--- src/rtl/unidade_controle_exp6_pkg.sv ---
// Shared state codes and control-strobe bundle for the memory-game control unit.
package unidade_controle_exp6_pkg;

  // State codes; these values are also what db_estado shows
  localparam logic [3:0] ST_INICIAL        = 4'h0;
  localparam logic [3:0] ST_PREPARACAO     = 4'h1;
  localparam logic [3:0] ST_INICIA_RODADA  = 4'h2;
  localparam logic [3:0] ST_ESPERA_JOGADA  = 4'h3;
  localparam logic [3:0] ST_REGISTRA       = 4'h4;
  localparam logic [3:0] ST_COMPARACAO     = 4'h5;
  localparam logic [3:0] ST_PROXIMA_JOGADA = 4'h6;
  localparam logic [3:0] ST_PROXIMA_RODADA = 4'h7;
  localparam logic [3:0] ST_FIM_ACERTOU    = 4'hA;
  localparam logic [3:0] ST_FIM_TIMEOUT    = 4'hD;
  localparam logic [3:0] ST_FIM_ERROU      = 4'hE;

  // All Moore outputs grouped so the decoder can default them in one go
  typedef struct packed {
    logic zera_e;
    logic conta_e;
    logic zera_rod;
    logic conta_rod;
    logic zera_t;
    logic conta_t;
    logic zera_r;
    logic registra_r;
    logic pronto;
    logic acertou;
    logic errou;
    logic timeout;
  } ctrl_t;

  // End states share the same exit: wait for iniciar, then restart
  function automatic logic is_end_state(input logic [3:0] st);
    return (st == ST_FIM_ACERTOU) || (st == ST_FIM_ERROU) || (st == ST_FIM_TIMEOUT);
  endfunction

endpackage

--- src/rtl/unidade_controle_exp6.sv ---
// Moore control unit sequencing the memory-game datapath (rounds, plays, timeout).
module unidade_controle_exp6
  import unidade_controle_exp6_pkg::*;
#(
  parameter bit HAS_TIMEOUT = 1'b1
) (
  input  logic       clock,
  input  logic       reset,
  input  logic       iniciar,
  input  logic       jogada_feita,
  input  logic       igual,
  input  logic       enderecoIgualRodada,
  input  logic       fimRod,
  input  logic       fimT,
  input  logic       fimE,
  output logic       zeraE,
  output logic       contaE,
  output logic       zeraRod,
  output logic       contaRod,
  output logic       zeraT,
  output logic       contaT,
  output logic       zeraR,
  output logic       registraR,
  output logic       pronto,
  output logic       acertou,
  output logic       errou,
  output logic       timeout,
  output logic [3:0] db_estado
);

  logic [3:0] estado_q;
  logic [3:0] estado_d;
  ctrl_t      ctrl;

  // fimE is reserved for a future end-of-sequence check
  logic unused_fime;
  assign unused_fime = fimE;

  // State register with synchronous reset to inicial
  always_ff @(posedge clock) begin
    if (reset) begin
      estado_q <= ST_INICIAL;
    end else begin
      estado_q <= estado_d;
    end
  end

  // Next-state logic; a play pulse outranks a simultaneous timer expiry
  always_comb begin
    estado_d = ST_INICIAL;
    case (estado_q)
      ST_INICIAL:        estado_d = iniciar ? ST_PREPARACAO : ST_INICIAL;
      ST_PREPARACAO:     estado_d = ST_INICIA_RODADA;
      ST_INICIA_RODADA:  estado_d = ST_ESPERA_JOGADA;
      ST_ESPERA_JOGADA: begin
        if (jogada_feita) begin
          estado_d = ST_REGISTRA;
        end else if (fimT && HAS_TIMEOUT) begin
          estado_d = ST_FIM_TIMEOUT;
        end else begin
          estado_d = ST_ESPERA_JOGADA;
        end
      end
      ST_REGISTRA:       estado_d = ST_COMPARACAO;
      ST_COMPARACAO: begin
        if (!igual) begin
          estado_d = ST_FIM_ERROU;
        end else if (enderecoIgualRodada && fimRod) begin
          estado_d = ST_FIM_ACERTOU;
        end else if (enderecoIgualRodada) begin
          estado_d = ST_PROXIMA_RODADA;
        end else begin
          estado_d = ST_PROXIMA_JOGADA;
        end
      end
      ST_PROXIMA_JOGADA: estado_d = ST_ESPERA_JOGADA;
      ST_PROXIMA_RODADA: estado_d = ST_INICIA_RODADA;
      default: begin
        if (is_end_state(estado_q)) begin
          estado_d = iniciar ? ST_PREPARACAO : estado_q;
        end else begin
          estado_d = ST_INICIAL;
        end
      end
    endcase
  end

  // Output decode from the current state only; unlisted strobes stay low
  always_comb begin
    ctrl = '0;
    case (estado_q)
      ST_PREPARACAO: begin
        ctrl.zera_e   = 1'b1;
        ctrl.zera_rod = 1'b1;
        ctrl.zera_r   = 1'b1;
        ctrl.zera_t   = 1'b1;
      end
      ST_INICIA_RODADA: begin
        ctrl.zera_e = 1'b1;
        ctrl.zera_t = 1'b1;
      end
      ST_ESPERA_JOGADA:  ctrl.conta_t    = HAS_TIMEOUT;
      ST_REGISTRA:       ctrl.registra_r = 1'b1;
      ST_PROXIMA_JOGADA: begin
        ctrl.conta_e = 1'b1;
        ctrl.zera_t  = 1'b1;
      end
      ST_PROXIMA_RODADA: ctrl.conta_rod = 1'b1;
      ST_FIM_ACERTOU: begin
        ctrl.pronto  = 1'b1;
        ctrl.acertou = 1'b1;
      end
      ST_FIM_ERROU: begin
        ctrl.pronto = 1'b1;
        ctrl.errou  = 1'b1;
      end
      ST_FIM_TIMEOUT: begin
        ctrl.pronto  = 1'b1;
        ctrl.timeout = 1'b1;
      end
      default: ctrl = '0;
    endcase
  end

  assign zeraE     = ctrl.zera_e;
  assign contaE    = ctrl.conta_e;
  assign zeraRod   = ctrl.zera_rod;
  assign contaRod  = ctrl.conta_rod;
  assign zeraT     = ctrl.zera_t;
  assign contaT    = ctrl.conta_t;
  assign zeraR     = ctrl.zera_r;
  assign registraR = ctrl.registra_r;
  assign pronto    = ctrl.pronto;
  assign acertou   = ctrl.acertou;
  assign errou     = ctrl.errou;
  assign timeout   = ctrl.timeout;
  assign db_estado = estado_q;

endmodule
--- config.mk ---
export PLATFORM = sky130hd
export DESIGN_NAME = unidade_controle_exp6
export DESIGN_NICKNAME = d
export VERILOG_FILES = /design/src/rtl/unidade_controle_exp6_pkg.sv /design/src/rtl/unidade_controle_exp6.sv
export SDC_FILE = /design/constraint.sdc
export NUM_CORES = 1
export LEC_CHECK = 0
export ABC_CLOCK_PERIOD_IN_PS = 1900
export BUFFER_PORTS_ARGS = -buffer_cell sky130_fd_sc_hd__buf_2
export CORE_AREA = 2 2 39 41
export CTS_BUF_LIST = sky130_fd_sc_hd__clkbuf_4
export CTS_CLUSTER_SIZE = 8
export DETAILED_ROUTE_END_ITERATION = 8
export DIE_AREA = 0 0 41 43
export GPL_TIMING_DRIVEN = 0
export PLACE_DENSITY = 0.6
export SLEW_MARGIN = 15
export SYNTH_ARGS = -nofsm -noshare
export SYNTH_HDL_FRONTEND = slang
export SYNTH_SLANG_ARGS = --single-unit
--- constraint.sdc ---
create_clock -name clock -period 1.9 [get_ports clock]
set_input_delay 0.19 -clock clock [delete_from_list [all_inputs] [get_ports clock]]
set_output_delay 0.19 -clock clock [all_outputs]
set_load 0.03 [all_outputs]
==> out/results.txt <==
The overall die area was 1760 um^2. Yosys attributes the largest share of cell area to dfxtp_1 18%, nor4bb_1 6.9%, nand3b_1 6.9%, nor3_1 5.8%, nor2_1 5.2%. The library cell used most frequently in the layout, excluding fill and tap cells, is buf_2. The total power consumption of the routed design was 0.581 mW. The relative slew slack was 70.9%; the number of failing setup endpoints in the final timing report was 0.

From left edge to right edge, the die measures 41 um. Global routing finished with a remaining overflow of 0. Synthesis produced a netlist with a net count of 67. The final layout contains routed wiring with a total length of 1190 um. The area of the core was 1380 um^2; the count of hold-fix buffers inserted at cts was 0.

Setup repair after global routing left no endpoint under its margin. The logs give 18.5% for the sequential fraction of the synthesis area and 0 for the detailed-route DRC error count. Primary flip-flop cell chosen by synthesis mapping: dfxtp_1. The root buffer cell chosen for the clock tree is clkbuf_4. The share of synthesized area in the top cell type comes to 18.5%. Data arrives at the worst endpoint at 1550 ps. The cell with the largest stage delay on the worst path was dfxtp_1.

The placed wire-length estimate after detailed placement came out at 909 um. For this run, the top clock speed supported by timing is 574 MHz. The tools report the initial antenna violation count as 0. The tools report the row count as 14. The final hold slack was 179 ps. The leakage power total is 0.281 nW, and the count of maximum capacitance violations is 0. The detailed router placed 533 vias in this run. The count of port buffers added during placement came out at 23. The sum of buffers and inverters on the critical path came out at 3. The post-layout instance area came out at 627 um^2. TritonCTS built the clock tree. The number of cells on the worst reg-to-reg path was 4.

The logs give 0 for the antenna diode count and 15.4% for the total global-route track usage. Walking the worst path, the cells encountered are clkbuf_2 -> inv_2 -> nor4b_2 -> buf_2. The critical path is of the reg2out type.

Of the available clock period, the critical path in the final layout requires 91.7%. Compared with the post-synthesis result, the final layout area differs by 44.8%. For the worst-skew pair, the clock arrives at the later sink with an insertion delay of 240 ps. OpenSTA, run right after detailed placement, puts the worst setup slack at 199 ps.

The tools report the initial detailed-routing violation count as 8. The class of the most critical hold timing path is in2reg. The share of cells above drive strength 1 works out to 48.8%. The register-to-register path setup slack came out at 450 ps. Setup slack closes at 158 ps. For this run, the detailed router's first-pass iteration total came to 4.

Count of different cell masters after synthesis: 30. Of all flip-flops after synthesis, the portion carrying an async set or reset was 0%. Counting instances, the worst hold path has a depth of 2. Power per standard cell area: 928 nW/um^2. For the pin with the worst max-slew slack, the measured transition is 430 ps.

The tools report the placed cell area as 597 um^2. Number of flip-flops in the largest register: 4. The logs give 25 for the number of ports placed on the die boundary and 1 for the number of H-tree levels.

The number of warning messages in the yosys log was 0. After clock tree synthesis, the clock-pin slew on the worst setup and hold paths is 40 ps. The per-cell routed wire length is 11.9 um, and the time the worst path needs with I/O delays and setup is 1740 ps. The logs give 0.833 for the final RePlAce weighted congestion and 31.3% for the effective utilization at floorplan. Using the TritonRoute via totals, the vias-per-cell ratio works out to 5.33. STA puts the critical path data required time at 1710 ps. STA classifies the critical path startpoint as a flop. The clock drives 4 sinks.

Sort of element at the end of the critical path: an output pin. The first global-routing pass estimated 1930 um of wire. The worst IR drop on VDD came out at 404 uV. The logs give 0 for the number of slew-limit violations in the final report and 3 for the number of buffers created by CTS. The worst clock skew came out at 5.42 ps. The netlist area before placement is 433 um^2. The flow ran to the end, and the final reports show no timing, DRC or antenna violations. The number of logic stages on the critical path including buffering came out at 4. The largest total area in the synthesized netlist belongs to dfxtp_1. The average cell area after synthesis works out to 7.46 um^2. In this run the remaining antenna-violating nets after routing total 0.

Counting the fill cells in the layout gives 158. Cells fill 45.3% of the core in the end. The clock passes through at most 2 buffers. After synthesis the netlist holds a flip-flop and latch count of 4. Highest fanout seen on the critical path: 10. The number of buffers inserted by post-CTS setup repair is 0, and the number of global-route vias before repair is 438. In the layout the commonest cells are 25 x buf_2, 6 x nor2_1, 4 x nand2_1, 4 x nand3b_1, 4 x dfxtp_1.

Entering global routing, the biggest net connects 11 pins. After technology mapping, the gate count stands at 58. In this design, the largest share of critical-path delay is due to buffers and inverters.

The synthesized design contains 0 enable-type register cells. For this run, the slowest stage of the critical path takes 440 ps. The net count of the finished layout is 95. Final-report hold violation count: 0. The die is 43 um tall.
per-stage QoR:
stage	cells	setup TNS (ps)
global route	100	0
finish	100	0
detailed placement	97	0
global placement	97	0
CTS	100	0
floorplan	58	-268
synth_stat cells (2+ instances only):
cell type	instances
clkbuf_1	3
a31oi_1	2
nor4bb_1	3
nand2_1	4
dfxtp_1	4
nor4b_1	2
nor3_1	5
or4b_1	2
nor2b_1	2
nand3b_1	4
a21oi_1	3
nor2_1	6
area by class of cell:
cell class	count	area, um^2	area share, %
plain buffers	7	43.8	6.99
repair buffers	23	115	18.4
well taps	16	20.0	3.19
flip-flops and latches	4	80.1	12.8
clock buffers	3	22.5	3.59
inverters	1	3.75	0.599
multi-input cells	46	342	54.5
power by group:
group / switching (mW) / internal, mW
Combinational: 0.231 / 0.138
Clock: 0.0361 / 0.0707
Sequential: 0.00821 / 0.0974
cells by family after synthesis:
family	Yosys count	share of synthesized area, %
flops	4	18.5
compound gates	14	23.7
simple gates	31	46.0
xor+xnor	1	2.02
buf+inv	8	9.82
path summary, 6_finish.rpt:
check / from / to
worst min-delay path: reset / db_estado[0]$_SDFFE_PP0P_
worst min register to register: db_estado[2]$_SDFFE_PP0P_ / db_estado[2]$_SDFFE_PP0P_
worst max register to register: db_estado[1]$_SDFFE_PP0P_ / db_estado[0]$_SDFFE_PP0P_
worst max-delay path: db_estado[3]$_SDFFE_PP0P_ / acertou
worst register-to-register path, cell delays in order, from the launching register on:
cell,delay (ps)
dfxtp_1,310
buf_6,130
or4b_1,500
a32o_1,230
a211oi_2,200
routing by layer:
layer / routed length (um) / vias to the layer above / track usage, % / part of all wire (%)
met3: 100 / 0 / 4.71 / 8.4
met2: 542 / 21 / 23.8 / 46
met4: 0 / 0 / 2.00 / 0
met1: 546 / 238 / 20.9 / 46
li1: - / 274 / - / -
met5: 0 / - / 0 / 0
what timing repair did:
item	in CTS	in global routing
resized for setup	3	3
gates cloned	0	0
setup endpoints to repair	4	5
Note: power is estimated with default switching activity, not from simulation.
